**src/rtl/rv_alu_decoder_pipe.sv**
```systemverilog
// rtl/rv_alu_decoder_pipe.sv - registered RISC-V OP/OP-32 ALU decoder with valid/ready handshake
// Define DECODER_IMM_EN to also decode OP-IMM (and OP-IMM-32 when XLEN=64).
module rv_alu_decoder_pipe #(
  parameter int XLEN  = 32,
  parameter int CNT_W = 16
) (
  input  logic             clk,
  input  logic             rst,
  input  logic             in_valid,
  output logic             in_ready,
  input  logic [31:0]      instr,
  output logic             out_valid,
  input  logic             out_ready,
  output logic [4:0]       rs1,
  output logic [4:0]       rs2,
  output logic [4:0]       rd,
  output logic [3:0]       alu_op,
  output logic             word_op,
  output logic             is_imm,
  output logic [11:0]      imm,
  output logic             illegal,
  output logic [CNT_W-1:0] illegal_cnt
);

  localparam logic [6:0] OPC_OP    = 7'b0110011;
  localparam logic [6:0] OPC_OP32  = 7'b0111011;
  localparam logic [6:0] F7_BASE   = 7'b0000000;
  localparam logic [6:0] F7_ALT    = 7'b0100000;

  localparam logic [3:0] ALU_ADD  = 4'd0;
  localparam logic [3:0] ALU_SUB  = 4'd1;
  localparam logic [3:0] ALU_SLL  = 4'd2;
  localparam logic [3:0] ALU_SLT  = 4'd3;
  localparam logic [3:0] ALU_SLTU = 4'd4;
  localparam logic [3:0] ALU_XOR  = 4'd5;
  localparam logic [3:0] ALU_SRL  = 4'd6;
  localparam logic [3:0] ALU_SRA  = 4'd7;
  localparam logic [3:0] ALU_OR   = 4'd8;
  localparam logic [3:0] ALU_AND  = 4'd9;

  logic [6:0]  opcode;
  logic [6:0]  f7;
  logic [2:0]  f3;
  logic        accept;

  logic [3:0]  d_op;
  logic        d_word;
  logic        d_is_imm;
  logic        d_legal;
  logic [11:0] d_imm;
  logic [4:0]  d_rs2;

  assign opcode = instr[6:0];
  assign f3     = instr[14:12];
  assign f7     = instr[31:25];

`ifdef DECODER_IMM_EN
  localparam logic [6:0] OPC_IMM   = 7'b0010011;
  localparam logic [6:0] OPC_IMM32 = 7'b0011011;
  logic sh_lo;
  logic sh_hi;
  // RV64 shift immediates carry a 6-bit shamt, so only instr[31:26] is checked
  assign sh_lo = (XLEN == 64) ? (instr[31:26] == 6'b000000) : (f7 == F7_BASE);
  assign sh_hi = (XLEN == 64) ? (instr[31:26] == 6'b010000) : (f7 == F7_ALT);
`endif

  always_comb begin
    d_op     = ALU_ADD;
    d_word   = 1'b0;
    d_is_imm = 1'b0;
    d_legal  = 1'b0;
    d_imm    = 12'd0;
    d_rs2    = instr[24:20];
    case (opcode)
      OPC_OP: begin
        if (f7 == F7_BASE) begin
          d_legal = 1'b1;
          case (f3)
            3'b000: d_op = ALU_ADD;
            3'b001: d_op = ALU_SLL;
            3'b010: d_op = ALU_SLT;
            3'b011: d_op = ALU_SLTU;
            3'b100: d_op = ALU_XOR;
            3'b101: d_op = ALU_SRL;
            3'b110: d_op = ALU_OR;
            3'b111: d_op = ALU_AND;
          endcase
        end else if (f7 == F7_ALT) begin
          if (f3 == 3'b000) begin
            d_legal = 1'b1;
            d_op    = ALU_SUB;
          end else if (f3 == 3'b101) begin
            d_legal = 1'b1;
            d_op    = ALU_SRA;
          end
        end
      end
      OPC_OP32: begin
        if (XLEN == 64) begin
          d_word = 1'b1;
          if (f7 == F7_BASE) begin
            if (f3 == 3'b000) begin d_legal = 1'b1; d_op = ALU_ADD; end
            if (f3 == 3'b001) begin d_legal = 1'b1; d_op = ALU_SLL; end
            if (f3 == 3'b101) begin d_legal = 1'b1; d_op = ALU_SRL; end
          end else if (f7 == F7_ALT) begin
            if (f3 == 3'b000) begin d_legal = 1'b1; d_op = ALU_SUB; end
            if (f3 == 3'b101) begin d_legal = 1'b1; d_op = ALU_SRA; end
          end
        end
      end
`ifdef DECODER_IMM_EN
      OPC_IMM: begin
        d_is_imm = 1'b1;
        d_rs2    = 5'd0;
        d_imm    = instr[31:20];
        case (f3)
          3'b000: begin d_legal = 1'b1; d_op = ALU_ADD; end
          3'b001: begin d_legal = sh_lo; d_op = ALU_SLL; end
          3'b010: begin d_legal = 1'b1; d_op = ALU_SLT; end
          3'b011: begin d_legal = 1'b1; d_op = ALU_SLTU; end
          3'b100: begin d_legal = 1'b1; d_op = ALU_XOR; end
          3'b101: begin d_legal = sh_lo || sh_hi; d_op = sh_hi ? ALU_SRA : ALU_SRL; end
          3'b110: begin d_legal = 1'b1; d_op = ALU_OR; end
          3'b111: begin d_legal = 1'b1; d_op = ALU_AND; end
        endcase
      end
      OPC_IMM32: begin
        if (XLEN == 64) begin
          d_is_imm = 1'b1;
          d_word   = 1'b1;
          d_rs2    = 5'd0;
          d_imm    = instr[31:20];
          // W shifts take a 5-bit shamt, so the full func7 field must match
          if (f3 == 3'b000) begin d_legal = 1'b1; d_op = ALU_ADD; end
          if (f3 == 3'b001 && f7 == F7_BASE) begin d_legal = 1'b1; d_op = ALU_SLL; end
          if (f3 == 3'b101 && f7 == F7_BASE) begin d_legal = 1'b1; d_op = ALU_SRL; end
          if (f3 == 3'b101 && f7 == F7_ALT) begin d_legal = 1'b1; d_op = ALU_SRA; end
        end
      end
`endif
      default: ;
    endcase
    if (!d_legal) begin
      d_op     = ALU_ADD;
      d_word   = 1'b0;
      d_is_imm = 1'b0;
      d_imm    = 12'd0;
      d_rs2    = instr[24:20];
    end
  end

  assign in_ready = !out_valid || out_ready;
  assign accept   = in_valid && in_ready;

  always_ff @(posedge clk or posedge rst) begin
    if (rst) begin
      out_valid   <= 1'b0;
      rs1         <= 5'd0;
      rs2         <= 5'd0;
      rd          <= 5'd0;
      alu_op      <= 4'd0;
      word_op     <= 1'b0;
      is_imm      <= 1'b0;
      imm         <= 12'd0;
      illegal     <= 1'b0;
      illegal_cnt <= '0;
    end else if (accept) begin
      out_valid <= 1'b1;
      rs1       <= instr[19:15];
      rs2       <= d_rs2;
      rd        <= instr[11:7];
      alu_op    <= d_op;
      word_op   <= d_word;
      is_imm    <= d_is_imm;
      imm       <= d_imm;
      illegal   <= !d_legal;
      if (!d_legal && illegal_cnt != {CNT_W{1'b1}})
        illegal_cnt <= illegal_cnt + CNT_W'(1);
    end else if (out_ready) begin
      out_valid <= 1'b0;
    end
  end

endmodule

```
**config.mk**
```make
export PLATFORM = sky130hd
export DESIGN_NAME = rv_alu_decoder_pipe
export DESIGN_NICKNAME = d
export VERILOG_FILES = /design/src/rtl/rv_alu_decoder_pipe.sv
export SDC_FILE = /design/constraint.sdc
export NUM_CORES = 1
export LEC_CHECK = 0
export CAP_MARGIN = 20
export CORE_MARGIN = 2
export CORE_UTILIZATION = 46
export CTS_BUF_LIST = sky130_fd_sc_hd__clkbuf_2 sky130_fd_sc_hd__clkbuf_4 sky130_fd_sc_hd__clkbuf_8
export CTS_CLUSTER_SIZE = 12
export DETAILED_ROUTE_END_ITERATION = 8
export PLACE_DENSITY = 0.88
export SLEW_MARGIN = 20
export SYNTH_ARGS = -nofsm -noshare
export SYNTH_HDL_FRONTEND = slang
export SYNTH_SLANG_ARGS = --single-unit
```
**constraint.sdc**
```tcl
create_clock -name clk -period 3.9 [get_ports clk]
set_input_delay 1.17 -clock clk [delete_from_list [all_inputs] [get_ports clk]]
set_output_delay 1.17 -clock clk [all_outputs]
set_load 0.05 [all_outputs]
```
==> impl_metrics.csv <==
group,metric,value,unit
outcome,outcome,"complete, no violations",
grt,globalRouteTotalUtil,17.82,%
timing,tns,0,ns
synthesis,netlist-cell-type-count,40,
min_path,hold-path-endpoint,"illegal$_DFFE_PP0P_",
pwr,leakage_power_of_the_design,1.207,nW
min_path,depth_of_the_worst_hold_timing_path,2,
setup_path,critPathKind,"input pin to output port",
clocking,clk_pin_slew_worst_paths,0.07,ns
clocking,cts.path.max_buffers,2,
drt,via_count,1461,
timing,hold-worst-slack,0.4857,ns
clocking,insertion_delay,0.28,ns
synthesis,netlist_area,0.001927,mm2
final_layout,layout-area-overhead-vs-synth,41.75,%
final_layout,finish.net_count,285,
grt,vias_in_the_first_global_route,1386,
grt,grt.met1_usage,20.75,%
grt,grtUsageMet2,31.25,%
final_layout,commonest_non_fill_non_tap_cell_in_the_layout,"clkdlybuf4s50_1",
floorplanning,dieWidth,68.72,um
synthesis,syn_inst,167,
place,port_buffers,73,
setup_path,cp_top_family,"buffers and inverters",
drt,first_pass_iters,4,
setup_path,worst_setup_path_start_kind,"input pin",
setup_path,reg2reg_setup_slack,1.90,ns
clocking,ctsHtreeMaxLevel,2,
setup_path,worstPathBufferInverterCount,2,
timing,final.setup_skew,0.005680,ns
pwr,max-vdd-ir-drop,0.4803,mV
timing,fin_crit,3.165,ns
timing,rsz_0062_raised_after_global_routing,"no",
floorplanning,effective_utilization_at_floorplan,47.83,%
synthesis,ys_warn_count,0,
setup_path,crit_path_cell_trace,"clkdlybuf4s50_1 -> nand2b_1 -> buf_4",
setup_path,cp_max_fo,3,
final_layout,post_route_cells_drive_above_1_share,15.10,%
min_path,hold_path_startpoint,"illegal$_DFFE_PP0P_",
clocking,postCtsSetupRepairBufs,0,
clocking,clockRootBuffer,"clkbuf_8",
synthesis,postSynth.topFlopCell,"dfrtp_1",
min_path,holdCritPathClass,"register to register",
grt,grt_antenna_before_repair,0,
synthesis,syn_area_per_cell,11.54,um2
setup_path,worst_endpoint_required_time,2.73,ns
final_layout,fillers,308,
grt,grt_max_degree,38,
floorplanning,floorplan.die_area,0.004722,mm2
place,place_hpwl,3.028,mm
clocking,cts.sinks,37,
drt,initialDrtViolationCount,34,
final_layout,layout_common_cells,"clkdlybuf4s50_1 (72), dfrtp_1 (37), mux2_2 (16)",
timing,finalSetupViolCount,0,
synthesis,ys_async_sr_fraction,100.0,%
floorplanning,rows,23,
setup_path,critPathMaxStageDelay,0.45,ns
setup_path,worstPathArrival,1.99,ns
timing,max_slew.worst_pin.slew,0.5177,ns
setup_path,cpMaxStageDelayCell,"clkdlybuf4s50_1",
synthesis,synth.yosys.seq_area_share,48.05,%
drt,detail_route.wl_per_cell,13.27,um
place,globalplace.congestion,0.7944,
final_layout,antenna_cells_inserted,0,
timing,final_number_of_max_transition_violations,0,
setup_path,rr_startpoint,"illegal_cnt[0]$_DFFE_PP0P_",
grt,grt_overflow,0,
clocking,post_cts_resize_count,0,
grt,gr-usage-met3,6.331,%
clocking,cts_buffers,5,
drt,antenna_violating_nets_post_route,0,
drt,drc_errors,0,
drt,routed_via_density,4.953,
floorplanning,chipHeight,68.72,um
timing,max_freq,316.0,MHz
timing,worst_slew_margin_rel,65.38,%
setup_path,worst-r2r-cell-count,6,
clocking,holdBufCountCts,0,
grt,grt_first_pass_wirelength,6.210,mm
drt,drt_wl_total,3.914,mm
pwr,power-per-cell-area,516.1,mW/mm2
synthesis,synth_edf_count,0,
synthesis,yosys_register_bits,37,
floorplanning,coreArea,0.004029,mm2
floorplanning,floorplan.io_pins,88,
grt,grt_busiest_layer,"met2",
setup_path,crit_path_start,"out_ready",
setup_path,worstSetupEndpointType,"output port",
timing,finalCritPeriodShare,81.15,%
clocking,tritoncts,"yes",
run,maxCapViolCount,0,
timing,hold_viol,0,
setup_path,critical_path.reg2reg.endpoint,"illegal_cnt[1]$_DFFE_PP0P_",
==> flip-flops by register name, indices dropped and copies added, names as in the netlist <==
register,count
rd,5
out_valid,1
alu_op,4
illegal,1
illegal_cnt,16
rs1,5
rs2,5
==> worst reg2reg max path: stages (launching register included) <==
cell and delay, ns:
dfrtp_1 0.41, ha_1 0.24, nand2_1 0.15, nor3_4 0.25
and3_1 0.46, nor2_4 0.07, mux2_4 0.30
==> metal layers <==
metal / wire length [um] / vias to the layer above
li1: - / 713
met1: 1607 / 682
met2: 1890 / 61
met3: 378 / 5
met4: 38 / 0
met5: 0 / -
==> how the worst max path moves through the flow <==
stage          endpoint  cells past startpoint
2_1_floorplan  in_ready                      1
3_5_place_dp   in_ready                      3
5_1_grt        in_ready                      3
4_1_cts        in_ready                      3
3_3_place_gp   in_ready                      3
6_report       in_ready                      3
==> logic make-up after synthesis <==
family                   count (synthesis)  share of synthesized area, %
AND/OR/NAND/NOR                         59                         19.61
flip-flops                              37                         48.05
buffers and inverters                   22                         7.856
multiplexers                            18                         10.65
AO/OA/AOI/OAI                           13                         4.935
XOR/XNOR                                12                         5.455
adder cells (fa/ha/maj)                  5                         3.247
other                                    1                        0.1946
==> cell usage after synthesis, types with 3 or more instances <==
library cell	count	area, um2
inv_1	4	15.01
nor2_1	7	26.28
nand2b_1	4	25.02
nor4_2	3	37.54
buf_4	14	105.1
dfrtp_1	37	925.9
mux2_2	16	180.2
a21oi_1	3	15.01
nand3_1	7	35.03
xor2_1	12	105.1
nor3_1	4	20.02
nand2_1	14	52.55
and3_1	4	25.02
ha_1	5	62.56
a22o_1	3	26.28
==> per-stage QoR <==
stage	cells	setup WS [ns]	total power [mW]	cell area [um2]	util (%)
6_report	295	0.7352	1.410	2731	67.80
3_3_place_gp	287	0.7805	1.150	2645	65.65
5_1_grt	295	0.6823	1.485	2731	67.80
4_1_cts	295	0.7192	1.428	2731	67.80
3_5_place_dp	287	0.7243	1.164	2645	65.65
2_1_floorplan	180	1.122	0.9563	1976	-
==> area by class of cell <==
type	instances	area (um2)	share of cell area, %
multi-input cells	121	898.4	32.89
inverters	4	15.01	0.5497
repair buffers	75	743.2	27.21
clock buffers	6	76.32	2.794
flip-flops and latches	37	925.9	33.90
well taps	50	62.56	2.290
clock inverters	2	10.01	0.3665
==> power breakdown <==
part | internal, mW | total (mW) | leakage [nW] | switching (mW)
combinational | 0.222 | 0.616 | 0.712 | 0.394
clock | 0.131 | 0.255 | 0.0484 | 0.124
sequential | 0.454 | 0.539 | 0.447 | 0.0848
total | 0.807 | 1.41 | 1.21 | 0.603
(Power assumes the default switching activity.)
